$ cat src/rtl/counter_seq_ctrl_pkg.sv
// counter_seq_ctrl_pkg: shared state encoding and counter stage width for the sequencer
package counter_seq_ctrl_pkg;
  localparam int STAGE_W = 4;
  typedef enum logic [2:0] {IDLE, LOAD, RUN, PAUSE, ABORT} state_t;
endpackage

$ cat src/rtl/counter_seq_ctrl_if.sv
// counter_seq_ctrl_if: host controls/status plus counter-chain pins of the sequencer
//   host side : START, STOP, MODE, PRESET in; BUSY, DONE, TICK, WRAPS out
//   chain side: CNT_RCO in; CNT_D, CNT_CLR_n, CNT_LOAD_n, CNT_ENP, CNT_ENT out
//   master = controller, slave = host plus counter chain
interface counter_seq_ctrl_if
  import counter_seq_ctrl_pkg::*;
#(
  parameter int NSTAGE = 1,
  parameter int WRAPW  = 8
);
  localparam int W = STAGE_W * NSTAGE;
  logic             START;
  logic             STOP;
  logic             MODE;
  logic [W-1:0]     PRESET;
  logic             CNT_RCO;
  logic [W-1:0]     CNT_D;
  logic             CNT_CLR_n;
  logic             CNT_LOAD_n;
  logic             CNT_ENP;
  logic             CNT_ENT;
  logic             BUSY;
  logic             DONE;
  logic             TICK;
  logic [WRAPW-1:0] WRAPS;
  modport master (
    input  START, STOP, MODE, PRESET, CNT_RCO,
    output CNT_D, CNT_CLR_n, CNT_LOAD_n, CNT_ENP, CNT_ENT, BUSY, DONE, TICK, WRAPS
  );
  modport slave (
    output START, STOP, MODE, PRESET, CNT_RCO,
    input  CNT_D, CNT_CLR_n, CNT_LOAD_n, CNT_ENP, CNT_ENT, BUSY, DONE, TICK, WRAPS
  );
endinterface

$ cat src/rtl/counter_seq_ctrl.sv
// counter_seq_ctrl: start/pause/resume/abort, one-shot and auto-reload sequencer for a 74LS161 chain
//   CLK, CLR (async, active-high) plain ports; everything else through bus (master modport)
module counter_seq_ctrl
  import counter_seq_ctrl_pkg::*;
#(
  parameter int NSTAGE = 1,
  parameter int WRAPW  = 8
) (
  input logic                CLK,
  input logic                CLR,
  counter_seq_ctrl_if.master bus
);
  localparam int W = STAGE_W * NSTAGE;
  state_t           state, state_nx;
  logic [W-1:0]     preset_q;
  logic             mode_q;
  logic [WRAPW-1:0] wraps_q;
  logic             done_q, tick_q;
  logic             go, term;
  assign go   = state == IDLE && bus.START && !bus.STOP;
  assign term = state == RUN && bus.CNT_RCO;
  always_comb begin
    state_nx = state;
    case (state)
      IDLE:    state_nx = go ? LOAD : IDLE;
      LOAD:    state_nx = RUN;
      RUN:     state_nx = (term && !mode_q) ? IDLE : bus.STOP ? PAUSE : RUN;
      PAUSE:   state_nx = bus.STOP ? ABORT : bus.START ? RUN : PAUSE;
      ABORT:   state_nx = IDLE;
      default: state_nx = IDLE;
    endcase
  end
  // CLR reaches the chain clear directly so the chain resets together with the controller
  always_comb begin
    bus.CNT_D      = preset_q;
    bus.CNT_CLR_n  = !CLR && state != ABORT;
    bus.CNT_LOAD_n = !(state == LOAD || (term && mode_q));
    bus.CNT_ENP    = state == RUN && !bus.CNT_RCO;
    bus.CNT_ENT    = state == RUN;
    bus.BUSY       = state == LOAD || state == RUN || state == PAUSE;
    bus.DONE       = done_q;
    bus.TICK       = tick_q;
    bus.WRAPS      = wraps_q;
  end
  always_ff @(posedge CLK or posedge CLR) begin
    if (CLR) begin
      state    <= IDLE;
      preset_q <= '0;
      mode_q   <= 1'b0;
      wraps_q  <= '0;
      done_q   <= 1'b0;
      tick_q   <= 1'b0;
    end else begin
      state  <= state_nx;
      done_q <= term && !mode_q;
      tick_q <= term && mode_q;
      if (go) begin
        preset_q <= bus.PRESET;
        mode_q   <= bus.MODE;
        wraps_q  <= '0;
      end else if (term && mode_q && !(&wraps_q)) begin
        wraps_q <= wraps_q + 1'b1;
      end
    end
  end
endmodule

$ cat src/flat_wrapper.sv
// flat-port wrapper written by rule: the top's interface ports become plain ports
module counter_seq_ctrl_flat import counter_seq_ctrl_pkg::*;
#(
  parameter int NSTAGE = 1,
  parameter int WRAPW  = 8
)
  (CLK, CLR, bus_START, bus_STOP, bus_MODE, bus_PRESET, bus_CNT_RCO, bus_CNT_D, bus_CNT_CLR_n, bus_CNT_LOAD_n, bus_CNT_ENP, bus_CNT_ENT, bus_BUSY, bus_DONE, bus_TICK, bus_WRAPS);
  counter_seq_ctrl_if #(.NSTAGE(NSTAGE), .WRAPW(WRAPW)) bus_i ();
  input logic CLK;
  input logic CLR;
  input wire logic [$bits(bus_i.START)-1:0] bus_START;
  input wire logic [$bits(bus_i.STOP)-1:0] bus_STOP;
  input wire logic [$bits(bus_i.MODE)-1:0] bus_MODE;
  input wire logic [$bits(bus_i.PRESET)-1:0] bus_PRESET;
  input wire logic [$bits(bus_i.CNT_RCO)-1:0] bus_CNT_RCO;
  output wire logic [$bits(bus_i.CNT_D)-1:0] bus_CNT_D;
  output wire logic [$bits(bus_i.CNT_CLR_n)-1:0] bus_CNT_CLR_n;
  output wire logic [$bits(bus_i.CNT_LOAD_n)-1:0] bus_CNT_LOAD_n;
  output wire logic [$bits(bus_i.CNT_ENP)-1:0] bus_CNT_ENP;
  output wire logic [$bits(bus_i.CNT_ENT)-1:0] bus_CNT_ENT;
  output wire logic [$bits(bus_i.BUSY)-1:0] bus_BUSY;
  output wire logic [$bits(bus_i.DONE)-1:0] bus_DONE;
  output wire logic [$bits(bus_i.TICK)-1:0] bus_TICK;
  output wire logic [$bits(bus_i.WRAPS)-1:0] bus_WRAPS;
  assign bus_i.START = bus_START;
  assign bus_i.STOP = bus_STOP;
  assign bus_i.MODE = bus_MODE;
  assign bus_i.PRESET = bus_PRESET;
  assign bus_i.CNT_RCO = bus_CNT_RCO;
  assign bus_CNT_D = bus_i.CNT_D;
  assign bus_CNT_CLR_n = bus_i.CNT_CLR_n;
  assign bus_CNT_LOAD_n = bus_i.CNT_LOAD_n;
  assign bus_CNT_ENP = bus_i.CNT_ENP;
  assign bus_CNT_ENT = bus_i.CNT_ENT;
  assign bus_BUSY = bus_i.BUSY;
  assign bus_DONE = bus_i.DONE;
  assign bus_TICK = bus_i.TICK;
  assign bus_WRAPS = bus_i.WRAPS;
  counter_seq_ctrl #(.NSTAGE(NSTAGE), .WRAPW(WRAPW)) u_core (.CLK(CLK), .CLR(CLR), .bus(bus_i));
endmodule
$ cat config.mk
export PLATFORM = sky130hd
export DESIGN_NAME = counter_seq_ctrl_flat
export DESIGN_NICKNAME = d
export VERILOG_FILES = /design/src/rtl/counter_seq_ctrl_pkg.sv /design/src/rtl/counter_seq_ctrl_if.sv /design/src/rtl/counter_seq_ctrl.sv /design/src/flat_wrapper.sv
export SDC_FILE = /design/constraint.sdc
export NUM_CORES = 1
export LEC_CHECK = 0
export BUFFER_PORTS_ARGS = -buffer_cell sky130_fd_sc_hd__buf_2
export CELL_PAD_IN_SITES_DETAIL_PLACEMENT = 0
export CELL_PAD_IN_SITES_GLOBAL_PLACEMENT = 1
export CORE_MARGIN = 3
export CORE_UTILIZATION = 36
export DETAILED_ROUTE_END_ITERATION = 6
export GPL_ROUTABILITY_DRIVEN = 0
export PLACE_DENSITY = 0.73
export RECOVER_POWER = 50
export SYNTH_ARGS = -nofsm -noshare
export SYNTH_HDL_FRONTEND = slang
export SYNTH_SLANG_ARGS = --single-unit
$ cat constraint.sdc
create_clock -name CLK -period 2.2 [get_ports CLK]
set_input_delay 0.11 -clock CLK [delete_from_list [all_inputs] [get_ports CLK]]
set_output_delay 0.11 -clock CLK [all_outputs]
set_load 0.005 [all_outputs]
==> results.tsv <==
stage	metric	value	unit
run_status	status	finished, final reports clean	
routing	via_per_inst	5.18	
logic_synthesis	synth_top_family_by_area	simple AND/OR/NAND/NOR gates	
logic_synthesis	netlist.area_leader.share	48.5	%
logic_synthesis	synthSimpleGateAreaFrac	31.0	%
cts	cts-htree-levels	1	
cts	worstSkewPairLatency	0.29	ns
cts	clkTransAtPathRegs	0.10	ns
global_route	grt_pass1_vias	806	
timing	rsz0062_at_grt	false	
global_route	grt_max_degree	19	
logic_synthesis	syn-cell-area	928	µm²
setup_path	reg2reg_depth	7	
timing	maxSlewViolCount	0	
logic_synthesis	synth_seq_cells	18	
placed_design	dp_hpwl	1480	µm
timing	min_period_over_period	81.2	%
routing	dr_total_vias	844	
final_layout	multi_input_area	439	µm²
setup_path	critical_path_class	reg2out	
logic_synthesis	synth_top_area_cell	dfrtp_1	
floorplanning	rows	17	
power	peakVddDrop	0.606	mV
setup_path	arrival	1.68	ns
logic_synthesis	yosysWarnings	0	
cts	cts-root-buf	clkbuf_4	
logic_synthesis	syn_nets	114	
timing	setup_viol_count_final	0	
hold_path	hp-start	bus_PRESET[3]	
setup_path	timing.rr.end	u_core.bus.WRAPS[1]	
logic_synthesis	ys_seq_area_share	48.5	%
final_layout	area_delta_synth_final	21.7	%
global_route	grt_overflow	0	
final_layout	fillers	239	
logic_synthesis	synth_xor_area_share	0.943	%
floorplanning	die_width	56.8	µm
power	p_int	0.000644	W
logic_synthesis	synth_cell_types	32	
timing	worst_slew_pin_slew	0.684	ns
final_layout	antenna-diode-count	0	
timing	setup-tns-final	0	ns
power	sw_frac_of_total	35.6	%
final_layout	fin_nets	148	
floorplanning	die_h	56.8	µm
power	p_sw	0.000357	W
routing	ant_nets	0	
logic_synthesis	synth_compound_area_share	14.0	%
floorplanning	ios	29	
hold_path	hold-path-endpoint	u_core.bus.CNT_D[3]	
power	p_clk_share	16.2	%
global_route	grt_use_total	14.5	%
timing	finalHoldViolCount	0	
final_layout	mostFrequentLayoutCell	buf_2	
cts	clockBufferDepth	2	
power	pwr-share-seq	48.7	%
final_layout	layout_common_cells	buf_2, nand2_1, dfrtp_1	
hold_path	min_path_cells	3	
floorplanning	core	0.00232	mm²
logic_synthesis	synth_mux_area_share	0	%
timing	fmax	560	MHz
routing	first_iter_violations	6	
setup_path	worstSetupStartpointType	register	
setup_path	cp_data_required_time	2.09	ns
power	cellPowerDensity	886	mW/mm²
routing	wl_per_cell	12.9	µm
setup_path	critPathCaptureType	output pin	
floorplanning	die_area	0.00322	mm²
cts	cts_made_buffers	3	
timing	period_minus_slack	1.79	ns
global_route	antenna_found_initial	0	
logic_synthesis	synth_adder_area_share	1.35	%
routing	drtPass1Iterations	4	
power	p_leak	0.557	nW
routing	wl	2100	µm
timing	relSlewSlack	54.3	%
logic_synthesis	avgSynthCellArea	9.01	µm²
cts	postCtsResizedCells	0	
routing	route.detailed.drc	0	
placed_design	postPlaceCellArea	0.00109	mm²
setup_path	worstPathMaxFanout	9	
final_layout	final_area	0.00113	mm²
global_route	grt_pass1_wl	3630	µm
logic_synthesis	synthTopCellsByArea	dfrtp_1, nand2_1, nor2_1	
cts	cts_setup_buffers	0	
timing	skew	0.00687	ns
placed_design	portBuffers	28	
setup_path	ff2ff_setup_slack	0.48	ns
final_layout	drive_above_1_share	25.2	%
run	cap_violations	0	
setup_path	cp-startpoint	u_core.state[2]	
setup_path	reg2reg_from	u_core.state[2]	
cts	clock-sinks	18	
floorplanning	initial_core_util	40.0	%
final_layout	ff_latch_area	450	µm²
cts	cts_tree	built	
logic_synthesis	synth_cells	103	
hold_path	holdCritPathClass	in2reg	
power	combPwrFrac	35.1	%
==> metrics by stage <==
stage	setup WS, ns	hold slack (ns)	utilization (%)	std cells	total power (W)
6_report	0.414	0.00777	48.7	163	0.00100
5_1_grt	0.232	0.0178	48.7	163	0.00109
4_1_cts	0.381	0.0000697	48.9	163	0.00102
3_5_place_dp	0.471	0.282	47.1	158	0.000848
3_3_place_gp	0.498	0.271	47.1	158	0.000845
2_1_floorplan	0.544	0.0486	-	103	0.000712
==> routing by layer <==
metal / vias up / GRT usage (%) / wire length (µm)
met5: - / 0 / 0
met4: 0 / 8.61 / 52
met3: 6 / 2.53 / 105
met2: 22 / 21.6 / 921
met1: 384 / 19.3 / 1020
li1: 432 / - / -
==> sequential cells by signal, summed over array words and instances, names as in the netlist <==
register	count
u_core.bus.CNT_D	4
u_core.bus.DONE	1
u_core.mode_q	1
u_core.state	3
u_core.bus.TICK	1
u_core.bus.WRAPS	8
==> critical path, cell delays in order (launching register included) <==
cell      delay (ns)
dfrtp_1         0.48
nor2_1          0.08
nand2_1         0.10
inv_1           0.06
nand3_2         0.16
clkinv_1        0.23
nor2_1          0.16
buf_2           0.12
==> cell families (layout without fill, tap and decap cells) <==
logic type,count (synthesis),after routing
adder cells (fa/ha/maj),1,1
buffers and inverters,6,38
flip-flops,18,18
AO/OA/AOI/OAI,19,19
AND/OR/NAND/NOR,58,58
XOR/XNOR,1,1
==> how the worst max path moves through the flow <==
stage	cells past startpoint	slack, ns	to
CTS	7	0.38	bus_CNT_LOAD_n
global route	7	0.23	bus_CNT_LOAD_n
finish	7	0.41	bus_CNT_LOAD_n
global placement	7	0.50	u_core.bus.WRAPS[3]
floorplan	5	0.54	u_core.bus.WRAPS[3]
detailed placement	7	0.47	u_core.bus.WRAPS[1]
==> cell type report <==
cell class                      count  share of cell area [%]
Sequential cell                    18                    39.9
Multi-Input combinational cell     79                    38.9
Tap cell                           28                    3.10
Inverter                            3                   0.997
Timing Repair Buffer               32                    15.2
Clock buffer                        3                    1.99
==> cells in the mapped netlist <==
| cell type | number |
|---|---|
| nand2_1 | 24 |
| dfrtp_1 | 18 |
| nor2_1 | 10 |
| nand3_1 | 7 |
| a21oi_1 | 5 |
| o211ai_1 | 4 |
| nand2b_1 | 3 |
| o21ai_0 | 3 |
| a211oi_1 | 2 |
| a31o_1 | 2 |
| and3_1 | 2 |
| buf_6 | 2 |
| inv_1 | 2 |
| a21o_2 | 1 |
| a311oi_1 | 1 |
| a32o_1 | 1 |
| and2_1 | 1 |
| and4_1 | 1 |
| buf_2 | 1 |
| clkinv_1 | 1 |
| ha_1 | 1 |
| nand3_2 | 1 |
| nand3b_1 | 1 |
| nand4_1 | 1 |
| nor3_1 | 1 |
| nor3b_1 | 1 |
| nor4_1 | 1 |
| or3_1 | 1 |
| or3_4 | 1 |
| or3b_4 | 1 |
| or4_1 | 1 |
| xnor2_1 | 1 |
==> repair_timing <==
item	4_1_cts	5_1_grt
endpoints found under the setup margin	0	0
endpoints found under the hold margin	19	0
hold buffers	2	0
==> power groups by stage <==
stage / sequential [W] / clock [W] / combinational [W]
2_1_floorplan: 0.000477 / 0 / 0.000235
3_3_place_gp: 0.000488 / 0 / 0.000357
3_5_place_dp: 0.000491 / 0 / 0.000357
4_1_cts: 0.000488 / 0.000172 / 0.000360
5_1_grt: 0.000503 / 0.000184 / 0.000404
6_report: 0.000487 / 0.000163 / 0.000351
No activity file was read; power rests on OpenSTA's default activity.
